$ cat config.mk
export PLATFORM = sky130hd
export DESIGN_NAME = multimode_counter
export DESIGN_NICKNAME = d
export VERILOG_FILES = /design/src/rtl/multimode_counter.sv
export SDC_FILE = /design/constraint.sdc
export NUM_CORES = 1
export LEC_CHECK = 0
export ABC_AREA = 1
export CAP_MARGIN = 20
export CORE_MARGIN = 5
export CORE_UTILIZATION = 25
export DETAILED_ROUTE_END_ITERATION = 8
export GPL_TIMING_DRIVEN = 1
export RECOVER_POWER = 100
export SETUP_SLACK_MARGIN = 0.1
export SYNTH_ARGS = -nofsm -noshare
export SYNTH_HDL_FRONTEND = slang
export SYNTH_SLANG_ARGS = --single-unit
$ cat constraint.sdc
create_clock -name clk -period 4.3 [get_ports clk]
set_input_delay 1.29 -clock clk [delete_from_list [all_inputs] [get_ports clk]]
set_output_delay 1.29 -clock clk [all_outputs]
set_load 0.02 [all_outputs]
$ cat src/rtl/multimode_counter.sv
// multimode_counter: parametrised up/down counter with load, programmable step
// and limit, four count modes (free-run, modulo, one-shot, saturate), a
// registered terminal-count pulse and a one-shot done/busy handshake.
module multimode_counter #(
   parameter int                 WIDTH     = 8,
   parameter int                 STEP_W    = 4,
   parameter logic [WIDTH-1:0]   RESET_VAL = '0
) (
   input  logic              clk,
   input  logic              rst,
   input  logic              en,
   input  logic              ld,
   input  logic [WIDTH-1:0]  value,
   input  logic              dir,
   input  logic [STEP_W-1:0] step,
   input  logic [WIDTH-1:0]  limit,
   input  logic [1:0]        mode,
   output logic [WIDTH-1:0]  count,
   output logic              tc,
   output logic              done,
   output logic              busy
);

   localparam logic [1:0] MODE_FREE = 2'b00;
   localparam logic [1:0] MODE_MOD  = 2'b01;
   localparam logic [1:0] MODE_ONE  = 2'b10;
   localparam logic [1:0] MODE_SAT  = 2'b11;

   typedef enum logic [1:0] {
      ST_IDLE = 2'b00,
      ST_RUN  = 2'b01,
      ST_DONE = 2'b10
   } state_t;

   state_t             state;
   state_t             state_next;
   logic [WIDTH-1:0]   count_next;
   logic               tc_next;

   // All arithmetic is one bit wider so carry/borrow and limit+1 are exact.
   logic [WIDTH:0]     cnt_x;
   logic [WIDTH:0]     lim_x;
   logic [WIDTH:0]     s_x;
   logic [WIDTH:0]     sum;
   logic [WIDTH:0]     diff;
   logic [WIDTH:0]     lim_p1;
   logic               step_nz;
   logic               lim_zero;

   // One-shot step result, shared by IDLE and RUN.
   logic               os_hit;
   logic [WIDTH-1:0]   os_val;

   assign cnt_x    = {1'b0, count};
   assign lim_x    = {1'b0, limit};
   assign s_x      = {{(WIDTH + 1 - STEP_W){1'b0}}, step};
   assign sum      = cnt_x + s_x;
   assign diff     = cnt_x - s_x;
   assign lim_p1   = lim_x + {{WIDTH{1'b0}}, 1'b1};
   assign step_nz  = (step != {STEP_W{1'b0}});
   assign lim_zero = (limit == {WIDTH{1'b0}});

   // Compute the one-shot step target and whether it reaches the end point.
   always_comb begin
      os_hit = 1'b0;
      os_val = count;
      if (dir) begin
         os_hit = (sum >= lim_x);
         if (os_hit) begin
            os_val = limit;
         end else begin
            os_val = sum[WIDTH-1:0];
         end
      end else begin
         os_hit = (cnt_x <= s_x);
         if (os_hit) begin
            os_val = {WIDTH{1'b0}};
         end else begin
            os_val = diff[WIDTH-1:0];
         end
      end
   end

   // Next-state and next-count logic: load beats enable; mode selects the rule.
   always_comb begin
      count_next = count;
      tc_next    = 1'b0;
      state_next = state;
      if (ld) begin
         count_next = value;
         if (mode == MODE_ONE) begin
            state_next = ST_RUN;
         end else begin
            state_next = ST_IDLE;
         end
      end else if (mode != MODE_ONE) begin
         // Leaving one-shot mode drops the FSM back to IDLE.
         state_next = ST_IDLE;
         if (en && step_nz) begin
            case (mode)
               MODE_FREE: begin
                  if (dir) begin
                     count_next = sum[WIDTH-1:0];
                     tc_next    = sum[WIDTH];
                  end else begin
                     count_next = diff[WIDTH-1:0];
                     tc_next    = diff[WIDTH];
                  end
               end
               MODE_MOD: begin
                  if (lim_zero) begin
                     count_next = {WIDTH{1'b0}};
                     tc_next    = 1'b1;
                  end else if (cnt_x > lim_x) begin
                     // Out of range (e.g. after a load): snap to the wrap point.
                     count_next = dir ? {WIDTH{1'b0}} : limit;
                     tc_next    = 1'b1;
                  end else if (dir) begin
                     if (sum > lim_x) begin
                        count_next = WIDTH'(sum - lim_p1);
                        tc_next    = 1'b1;
                     end else begin
                        count_next = sum[WIDTH-1:0];
                     end
                  end else begin
                     if (cnt_x < s_x) begin
                        count_next = WIDTH'(cnt_x + lim_p1 - s_x);
                        tc_next    = 1'b1;
                     end else begin
                        count_next = diff[WIDTH-1:0];
                     end
                  end
               end
               MODE_SAT: begin
                  // Pulse only on the edge that first lands on the clamp.
                  if (dir) begin
                     if (sum >= lim_x) begin
                        count_next = limit;
                        tc_next    = (count != limit);
                     end else begin
                        count_next = sum[WIDTH-1:0];
                     end
                  end else begin
                     if (cnt_x <= s_x) begin
                        count_next = {WIDTH{1'b0}};
                        tc_next    = (count != {WIDTH{1'b0}});
                     end else begin
                        count_next = diff[WIDTH-1:0];
                     end
                  end
               end
               default: begin
                  count_next = count;
               end
            endcase
         end else begin
            count_next = count;
         end
      end else begin
         case (state)
            ST_IDLE, ST_RUN: begin
               if (en) begin
                  state_next = ST_RUN;
                  if (step_nz) begin
                     count_next = os_val;
                     if (os_hit) begin
                        tc_next    = 1'b1;
                        state_next = ST_DONE;
                     end else begin
                        tc_next    = 1'b0;
                     end
                  end else begin
                     count_next = count;
                  end
               end else begin
                  state_next = state;
               end
            end
            ST_DONE: begin
               state_next = ST_DONE;
            end
            default: begin
               state_next = ST_IDLE;
            end
         endcase
      end
   end

   // Register count, pulse, FSM state and handshake flags; reset is synchronous.
   always_ff @(posedge clk) begin
      if (!rst) begin
         count <= RESET_VAL;
         tc    <= 1'b0;
         state <= ST_IDLE;
         busy  <= 1'b0;
         done  <= 1'b0;
      end else begin
         count <= count_next;
         tc    <= tc_next;
         state <= state_next;
         busy  <= (state_next == ST_RUN);
         done  <= (state_next == ST_DONE);
      end
   end

endmodule

==> out/metrics.json, run 1 <==
{
  "comb_power_share_pct": 76.5,
  "final_period_util_pct": 94.83,
  "synth.cell_area_mm2": 0.003435,
  "ys_ff_latch": 13,
  "clock_pin_slew_worst_setup_and_hold_paths_ps": 50,
  "maxSlewViolCount": 0,
  "relative_slew_margins_pct": 57.30,
  "rsz_0062_raised_after_global_routing": "true",
  "avgViaCountPerCell": 4.806,
  "worstPathMaxFanout": 5,
  "routed-via-count": 4239,
  "clk-insertion-delay-late_ps": 240,
  "post_drt_wl_per_cell_um": 14.72,
  "wire_length_of_the_first_global_routing_pass_um": 19870,
  "grt_start_max_net_pins": 35,
  "synth-async-reset-ratio_pct": 0,
  "cell_count_after_synthesis": 591,
  "cap_viol_max_count": 0,
  "first_iter_violations": 280,
  "class_of_the_worst_hold_path": "reg2reg",
  "outcome": "complete, no violations",
  "critPathBufInv": 7,
  "synth.top_cell.area_share_pct": 18.91,
  "initial_core_util_pct": 25.73,
  "tritoncts.num_buffers": 3,
  "worstPathCellList": "dlygate4sd2_1, buf_4, ha_1, nand2_1, o21ai_0, buf_4, or2_2, nand2_2, inv_2, ha_4, nand2_1, inv_1, nand4_1, buf_4, nand3_4, nand2_1, buf_4, o22ai_1, nand3_1, nand3_1, nand2_1, a21oi_1",
  "synth-seq-area-share_pct": 7.577,
  "proportion_of_layout_cells_with_a_drive_suffix_above_1_pct": 26.20,
  "initial_drt_pass_iterations": 5,
  "finalSetupViolCount": 0,
  "yosys_most_used_dff": "sky130_fd_sc_hd__dfxtp_1",
  "period_needed_ps": 4078,
  "yosysWarningCount": 0,
  "peak_per_stage_delay_on_the_critical_path_ps": 280,
  "ys_types": 42,
  "floorplan.die.height_um": 127.2,
  "area_growth_pct": 46.41,
  "globalRouteTotalUtil_pct": 15.15,
  "cts-htree-levels": 1,
  "internal_power_uw": 730.3,
  "floorplan.rows": 42,
  "switching_share_pct": 48.30,
  "pwr-share-seq_pct": 11.2,
  "placedCellCount": 866,
  "worst-endpoint-arrival_ps": 4240,
  "cell_area_after_layout_mm2": 0.005029,
  "post-synth-top-area-cell": "sky130_fd_sc_hd__nand2_1",
  "synth_area_leaders": "sky130_fd_sc_hd__nand2_1 (19%), sky130_fd_sc_hd__ha_1 (16%), sky130_fd_sc_hd__inv_1 (9.7%)",
  "power_frac_clock_pct": 12.3,
  "avgSynthCellArea_um2": 5.811,
  "final_core_util_pct": 37.67,
  "max_freq_mhz": 245.2,
  "clk_root_buffer_cell": "sky130_fd_sc_hd__clkbuf_16",
  "path_delay_family": "simple AND/OR/NAND/NOR gates",
  "worst_path_max_delay_cell": "sky130_fd_sc_hd__or2_2",
  "detailed_place.area_mm2": 0.004486,
  "layoutNonFillerInstCount": 882,
  "powerDensity_mw_per_mm2": 280.9,
  "worst-slew-pin-transition_ps": 634.6,
  "number_of_global_route_vias_before_repair": 3966,
  "synth_edf_count": 0,
  "setup_clock_skew_after_layout_ps": 4.588,
  "antenna_found_initial": 0,
  "routed_wire_length_um": 12980,
  "mappedNetlistNets": 669,
  "finish.net_count": 785,
  "io-pin-count": 38,
  "total_power_mw": 1.413,
  "required_ps": 4460,
  "antenna_cells_inserted": 0,
  "route.detailed.drc": 0,
  "clock_tree_from_tritoncts": "yes",
  "timing_worst_setup_path_type": "in2reg",
  "worst_setup_path_end_kind": "flop",
  "start_kind": "primary input",
  "leakage_nw": 2.623,
  "vdd_drop_max_v": 0.0001364,
  "die-width_um": 127.2,
  "clock-sinks": 13,
  "dp_hpwl_um": 10150,
  "gpl.final_weighted_congestion": 0.9557,
  "fp.dieArea_mm2": 0.01618,
  "globalRouteOverflowTotal": 0,
  "finalHoldViolations": 0,
  "detail-route-antenna-nets": 0,
  "p_switching_uw": 682.3,
  "port-buffer-count": 37,
  "core_area_mm2": 0.01335,
  "cts_max_path_buffers": 2
}
cells in the mapped netlist, types with 3 or more instances:
| cell | count |
|---|---|
| sky130_fd_sc_hd__nand2_1 | 173 |
| sky130_fd_sc_hd__inv_1 | 89 |
| sky130_fd_sc_hd__nor2_1 | 63 |
| sky130_fd_sc_hd__nand3_1 | 49 |
| sky130_fd_sc_hd__ha_1 | 44 |
| sky130_fd_sc_hd__o21ai_0 | 33 |
| sky130_fd_sc_hd__a21oi_1 | 25 |
| sky130_fd_sc_hd__dfxtp_1 | 13 |
| sky130_fd_sc_hd__xor2_1 | 13 |
| sky130_fd_sc_hd__a21oi_2 | 11 |
| sky130_fd_sc_hd__fa_1 | 7 |
| sky130_fd_sc_hd__xnor2_1 | 7 |
| sky130_fd_sc_hd__nand4_1 | 6 |
| sky130_fd_sc_hd__o21ai_1 | 6 |
| sky130_fd_sc_hd__buf_6 | 4 |
| sky130_fd_sc_hd__nand2_2 | 4 |
| sky130_fd_sc_hd__a211oi_1 | 3 |
| sky130_fd_sc_hd__buf_2 | 3 |
| sky130_fd_sc_hd__buf_4 | 3 |
| sky130_fd_sc_hd__inv_2 | 3 |
| sky130_fd_sc_hd__nor3_1 | 3 |
| sky130_fd_sc_hd__nor4_1 | 3 |
| sky130_fd_sc_hd__o211ai_1 | 3 |
| sky130_fd_sc_hd__o22ai_1 | 3 |
power groups by stage:
stage	Sequential (mW)	Combinational, mW	Clock [mW]
floorplan	0.154	0.575	0
global placement	0.158	0.931	0
detailed placement	0.158	0.930	0
CTS	0.157	0.997	0.178
global route	0.160	1.19	0.187
finish	0.159	1.08	0.174
final timing paths:
| check | startpoint | endpoint | slack, ps | cells past startpoint |
|---|---|---|---|---|
| min reg2reg | count[0] | count[0] | 580 | 2 |
| max reg2reg | count[1] | tc | 860 | 22 |
| min | count[0] | count[0] | 580 | 2 |
| max | step[3] | tc | 220 | 22 |
worst reg2reg max path, stage by stage, from the launching register on:
cell and delay [ps]:
sky130_fd_sc_hd__dfxtp_1 570, sky130_fd_sc_hd__inv_1 170, sky130_fd_sc_hd__fa_2 380, sky130_fd_sc_hd__inv_2 60, sky130_fd_sc_hd__nand2_2 60, sky130_fd_sc_hd__nand2_2 90, sky130_fd_sc_hd__nand2_4 60, sky130_fd_sc_hd__nor2_4 120
sky130_fd_sc_hd__xor2_2 190, sky130_fd_sc_hd__inv_2 80, sky130_fd_sc_hd__ha_4 270, sky130_fd_sc_hd__nand2_1 40, sky130_fd_sc_hd__inv_1 80, sky130_fd_sc_hd__nand4_1 140, sky130_fd_sc_hd__buf_4 200, sky130_fd_sc_hd__nand3_4 100
sky130_fd_sc_hd__nand2_1 100, sky130_fd_sc_hd__buf_4 160, sky130_fd_sc_hd__o22ai_1 140, sky130_fd_sc_hd__nand3_1 100, sky130_fd_sc_hd__nand3_1 70, sky130_fd_sc_hd__nand2_1 50, sky130_fd_sc_hd__a21oi_1 130
area by class of cell:
cell class	count	area (µm²)
sequential	13	260.3
fill	1435	8319
tap	176	220.2
clock buffer	4	78.83
multi-input combinational	471	3092
timing repair buffer	126	1032
inverter	92	345.3
metrics by stage:
stage	setup TNS, ps	setup WS, ps	hold slack (ps)
floorplan	0	383.4	535.8
global placement	-4996	-474.2	556.6
detailed placement	-5353	-510.2	553.4
CTS	0	94.73	564.9
global route	-22.11	-22.11	614.3
finish	0	222.3	577.9
logic make-up after synthesis:
logic type / Yosys count / share of synthesized area (%)
AO/OA/AOI/OAI: 90 / 15.63
buffers and inverters: 108 / 13.70
adder cells (fa/ha/maj): 51 / 20.11
flip-flops: 13 / 7.577
XOR/XNOR: 20 / 5.100
AND/OR/NAND/NOR: 309 / 37.89
state kept, by name, summed over array words and instances (netlist names):
name / flops
tc: 1
done: 1
count: 8
state: 2
busy: 1
what timing repair did:
item | CTS | global route
gates resized for setup | 41 | 58
setup endpoints to repair | 13 | 13
hold buffers | 0 | 0
pin swaps | 18 | 33
cloned | 0 | 1
setup buffers | 8 | 3
layer usage:
layer / vias to the layer above / GRT usage [%] / share of wire [%]
met1: 1913 / 20.21 / 44
met2: 148 / 25.37 / 46
met5: - / 0 / 0
met3: 55 / 2.087 / 5.2
met4: 0 / 4.669 / 4.7
li1: 2123 / - / -
placed cells by master, fill, tap and decap left out, drive strengths merged, types with 4 or more instances in the layout:
master,n
dfxtp,13
nand3,51
clkdlybuf4s50,18
fa,7
buf,89
nor3,4
nand4,6
xnor2,7
xor2,13
inv,92
o21ai,39
a21oi,37
ha,44
dlygate4sd3,11
nor2,64
nand2,179
clkbuf,8
Note: power is estimated with default switching activity, not from simulation.
==> run 2, diff against run 1 <==
--- a/config.mk
+++ b/config.mk
@@ -8,9 +8,10 @@
 export ABC_AREA = 1
 export CAP_MARGIN = 20
 export CORE_MARGIN = 5
-export CORE_UTILIZATION = 25
+export CORE_UTILIZATION = 47
 export DETAILED_ROUTE_END_ITERATION = 8
 export GPL_TIMING_DRIVEN = 1
+export PLACE_DENSITY = 0.68
 export RECOVER_POWER = 100
 export SETUP_SLACK_MARGIN = 0.1
 export SYNTH_ARGS = -nofsm -noshare
==> run 2 against run 1 <==
Utilization rose by 29 points. Clock skew fell by 0.51 ps. Maximum frequency rose by 1.3%. Worst setup slack improved by 52 ps. Die area fell by 44%. Largest cell class unchanged. First-iteration DRC count rose by 16%. Critical path depth rose by 6. Clock-buffer cell count did not move. Critical endpoint is now count[4]. Flip-flop and latch count did not move. Via count fell by 0.24%. Register-to-register slack improved by 70 ps. Clock power fell by 37%.
==> out/metrics.json, run 2 (synthesis results as in run 1) <==
{
  "final_period_util_pct": 93.61,
  "dp_hpwl_um": 9665,
  "port-buffer-count": 37,
  "rsz_0062_raised_after_global_routing": "false",
  "layout.cells.most_common_list": "sky130_fd_sc_hd__nand2_1 (164), sky130_fd_sc_hd__buf_4 (85), sky130_fd_sc_hd__inv_1 (78)",
  "initial_drt_pass_iterations": 5,
  "floorplan.rows": 31,
  "worst-slew-pin-transition_ps": 537.3,
  "cts_max_path_buffers": 2,
  "setup_clock_skew_after_layout_ps": 4.078,
  "cell_area_after_layout_mm2": 0.004816,
  "fillCellCount": 656,
  "max_freq_mhz": 248.4,
  "timing_worst_setup_path_type": "in2reg",
  "io-pin-count": 38,
  "finish.net_count": 784,
  "powerDensity_mw_per_mm2": 267.9,
  "globalRouteTotalUtil_pct": 26.58,
  "post_drt_wl_per_cell_um": 14.90,
  "layout_top_registers": "count x8, state x2",
  "clock_pin_slew_worst_setup_and_hold_paths_ps": 60,
  "grt_start_max_net_pins": 32,
  "initial_core_util_pct": 47.86,
  "avgViaCountPerCell": 5.260,
  "outcome": "complete, no violations",
  "clk_root_buffer_cell": "sky130_fd_sc_hd__clkbuf_8",
  "layout_commonest_cell": "sky130_fd_sc_hd__nand2_1",
  "detailed_place.area_mm2": 0.004387,
  "area_growth_pct": 40.22,
  "route.detailed.drc": 0,
  "worst-endpoint-arrival_ps": 4200,
  "period_needed_ps": 4025,
  "detail-route-antenna-nets": 0,
  "start_kind": "primary input",
  "proportion_of_layout_cells_with_a_drive_suffix_above_1_pct": 24.11,
  "cap_viol_max_count": 0,
  "hold_buffers": 0,
  "die-width_um": 95.49,
  "routed-via-count": 4229,
  "largest_reg_flops": 8,
  "antenna_cells_inserted": 0,
  "globalRouteOverflowTotal": 0,
  "required_ps": 4480,
  "routed_wire_length_um": 11980,
  "clk-insertion-delay-late_ps": 240,
  "class_of_the_worst_hold_path": "reg2reg",
  "finalSetupViolCount": 0,
  "relative_slew_margins_pct": 63.85,
  "finalHoldViolations": 0,
  "floorplan.die.height_um": 95.49,
  "vdd_drop_max_v": 0.0001355,
  "leakage_nw": 2.607,
  "layout.area.seq_um2": 260.3,
  "clock-sinks": 13,
  "clock_tree_from_tritoncts": "yes",
  "worstPathMaxFanout": 8,
  "wire_length_of_the_first_global_routing_pass_um": 19130,
  "placedCellCount": 787,
  "fp.dieArea_mm2": 0.009117,
  "total_power_mw": 1.290,
  "fin_hold_ws_ps": 583.6,
  "layoutNonFillerInstCount": 804,
  "core_area_mm2": 0.007176,
  "first_iter_violations": 326,
  "cts-htree-levels": 1,
  "tritoncts.num_buffers": 3,
  "number_of_global_route_vias_before_repair": 4030,
  "top_register": "count",
  "antenna_found_initial": 0,
  "worst_setup_path_end_kind": "flop",
  "multiInputGateArea_mm2": 0.002979,
  "maxSlewViolCount": 0,
  "gpl.final_weighted_congestion": 1.024
}
-- run 2: cell count changes in the layout (fill, tap and decap cells not counted), sizes merged --
| cell | change |
|---|---|
| buf | +1 |
| clkbuf | -2 |
| clkdlybuf4s15 | +3 |
| clkdlybuf4s50 | -2 |
| dlygate4sd2 | -1 |
| dlymetal6s2s | +1 |
| nand3 | -1 |
-- run 2: per-stage QoR --
stage | setup TNS [ps] | setup WS, ps | util, %
2_1_floorplan | 0 | 383.4 | -
3_3_place_gp | -4677 | -454.9 | 61.13
3_5_place_dp | -5315 | -477.1 | 61.13
4_1_cts | 0 | 117.8 | 64.13
5_1_grt | 0 | 81.66 | 67.11
6_report | 0 | 274.7 | 67.11
-- run 2: final cells by class --
| class | instances | area share, % |
|---|---|---|
| well taps | 99 | 2.572 |
| clock buffers | 4 | 0.9353 |
| flip-flops and latches | 13 | 5.404 |
| repair buffers | 126 | 22.01 |
| inverters | 92 | 7.223 |
| multi-input cells | 470 | 61.86 |
-- run 2: path summary, 6_finish.rpt --
path | start | to | slack (ps) | depth (start not counted)
worst min register to register | count[0] | count[0] | 580 | 2
worst min-delay path | count[0] | count[0] | 580 | 2
worst max-delay path | step[1] | count[4] | 270 | 28
worst max register to register | count[1] | count[4] | 930 | 26
-- run 2: critical path, stage by stage --
cell and delay, ps:
sky130_fd_sc_hd__clkdlybuf4s15_1 190, sky130_fd_sc_hd__inv_2 70, sky130_fd_sc_hd__ha_4 270, sky130_fd_sc_hd__inv_1 60
sky130_fd_sc_hd__nand2_1 80, sky130_fd_sc_hd__nand2_2 90, sky130_fd_sc_hd__nand2_2 90, sky130_fd_sc_hd__o21ai_2 60
sky130_fd_sc_hd__or2_2 280, sky130_fd_sc_hd__nand2_2 100, sky130_fd_sc_hd__inv_4 60, sky130_fd_sc_hd__ha_4 260
sky130_fd_sc_hd__nand2_2 50, sky130_fd_sc_hd__inv_2 50, sky130_fd_sc_hd__nand4_1 190, sky130_fd_sc_hd__inv_2 130
sky130_fd_sc_hd__nand2_4 100, sky130_fd_sc_hd__nand2_4 130, sky130_fd_sc_hd__nand2_2 70, sky130_fd_sc_hd__nand3_2 50
sky130_fd_sc_hd__nand2_1 50, sky130_fd_sc_hd__nand2_1 70, sky130_fd_sc_hd__nand2_1 60, sky130_fd_sc_hd__nand2_1 60
sky130_fd_sc_hd__nand2_1 40, sky130_fd_sc_hd__nand2_1 70, sky130_fd_sc_hd__nand2_1 60, sky130_fd_sc_hd__a21oi_2 110
-- run 2: metal layers --
metal | share of wire (%) | GRT usage (%)
met3 | 6.7 | 4.657
met4 | 3.1 | 9.123
met2 | 46 | 43.15
met1 | 44 | 35.37
met5 | 0 | 0
-- run 2: report_power, final --
| part | total [mW] | leakage, nW | internal (mW) | switching, mW |
|---|---|---|---|---|
| sequential | 0.154 | 0.107 | 0.130 | 0.0244 |
| combinational | 1.03 | 2.48 | 0.456 | 0.571 |
| clock | 0.109 | 0.0228 | 0.0654 | 0.0440 |
| total | 1.29 | 2.61 | 0.651 | 0.639 |
-- run 2: repair_timing --
item	in CTS	in global routing
endpoints found under the hold margin	0	0
endpoints found under the setup margin	13	13
setup buffers	7	6
gates resized for setup	36	57
pin swaps	9	27
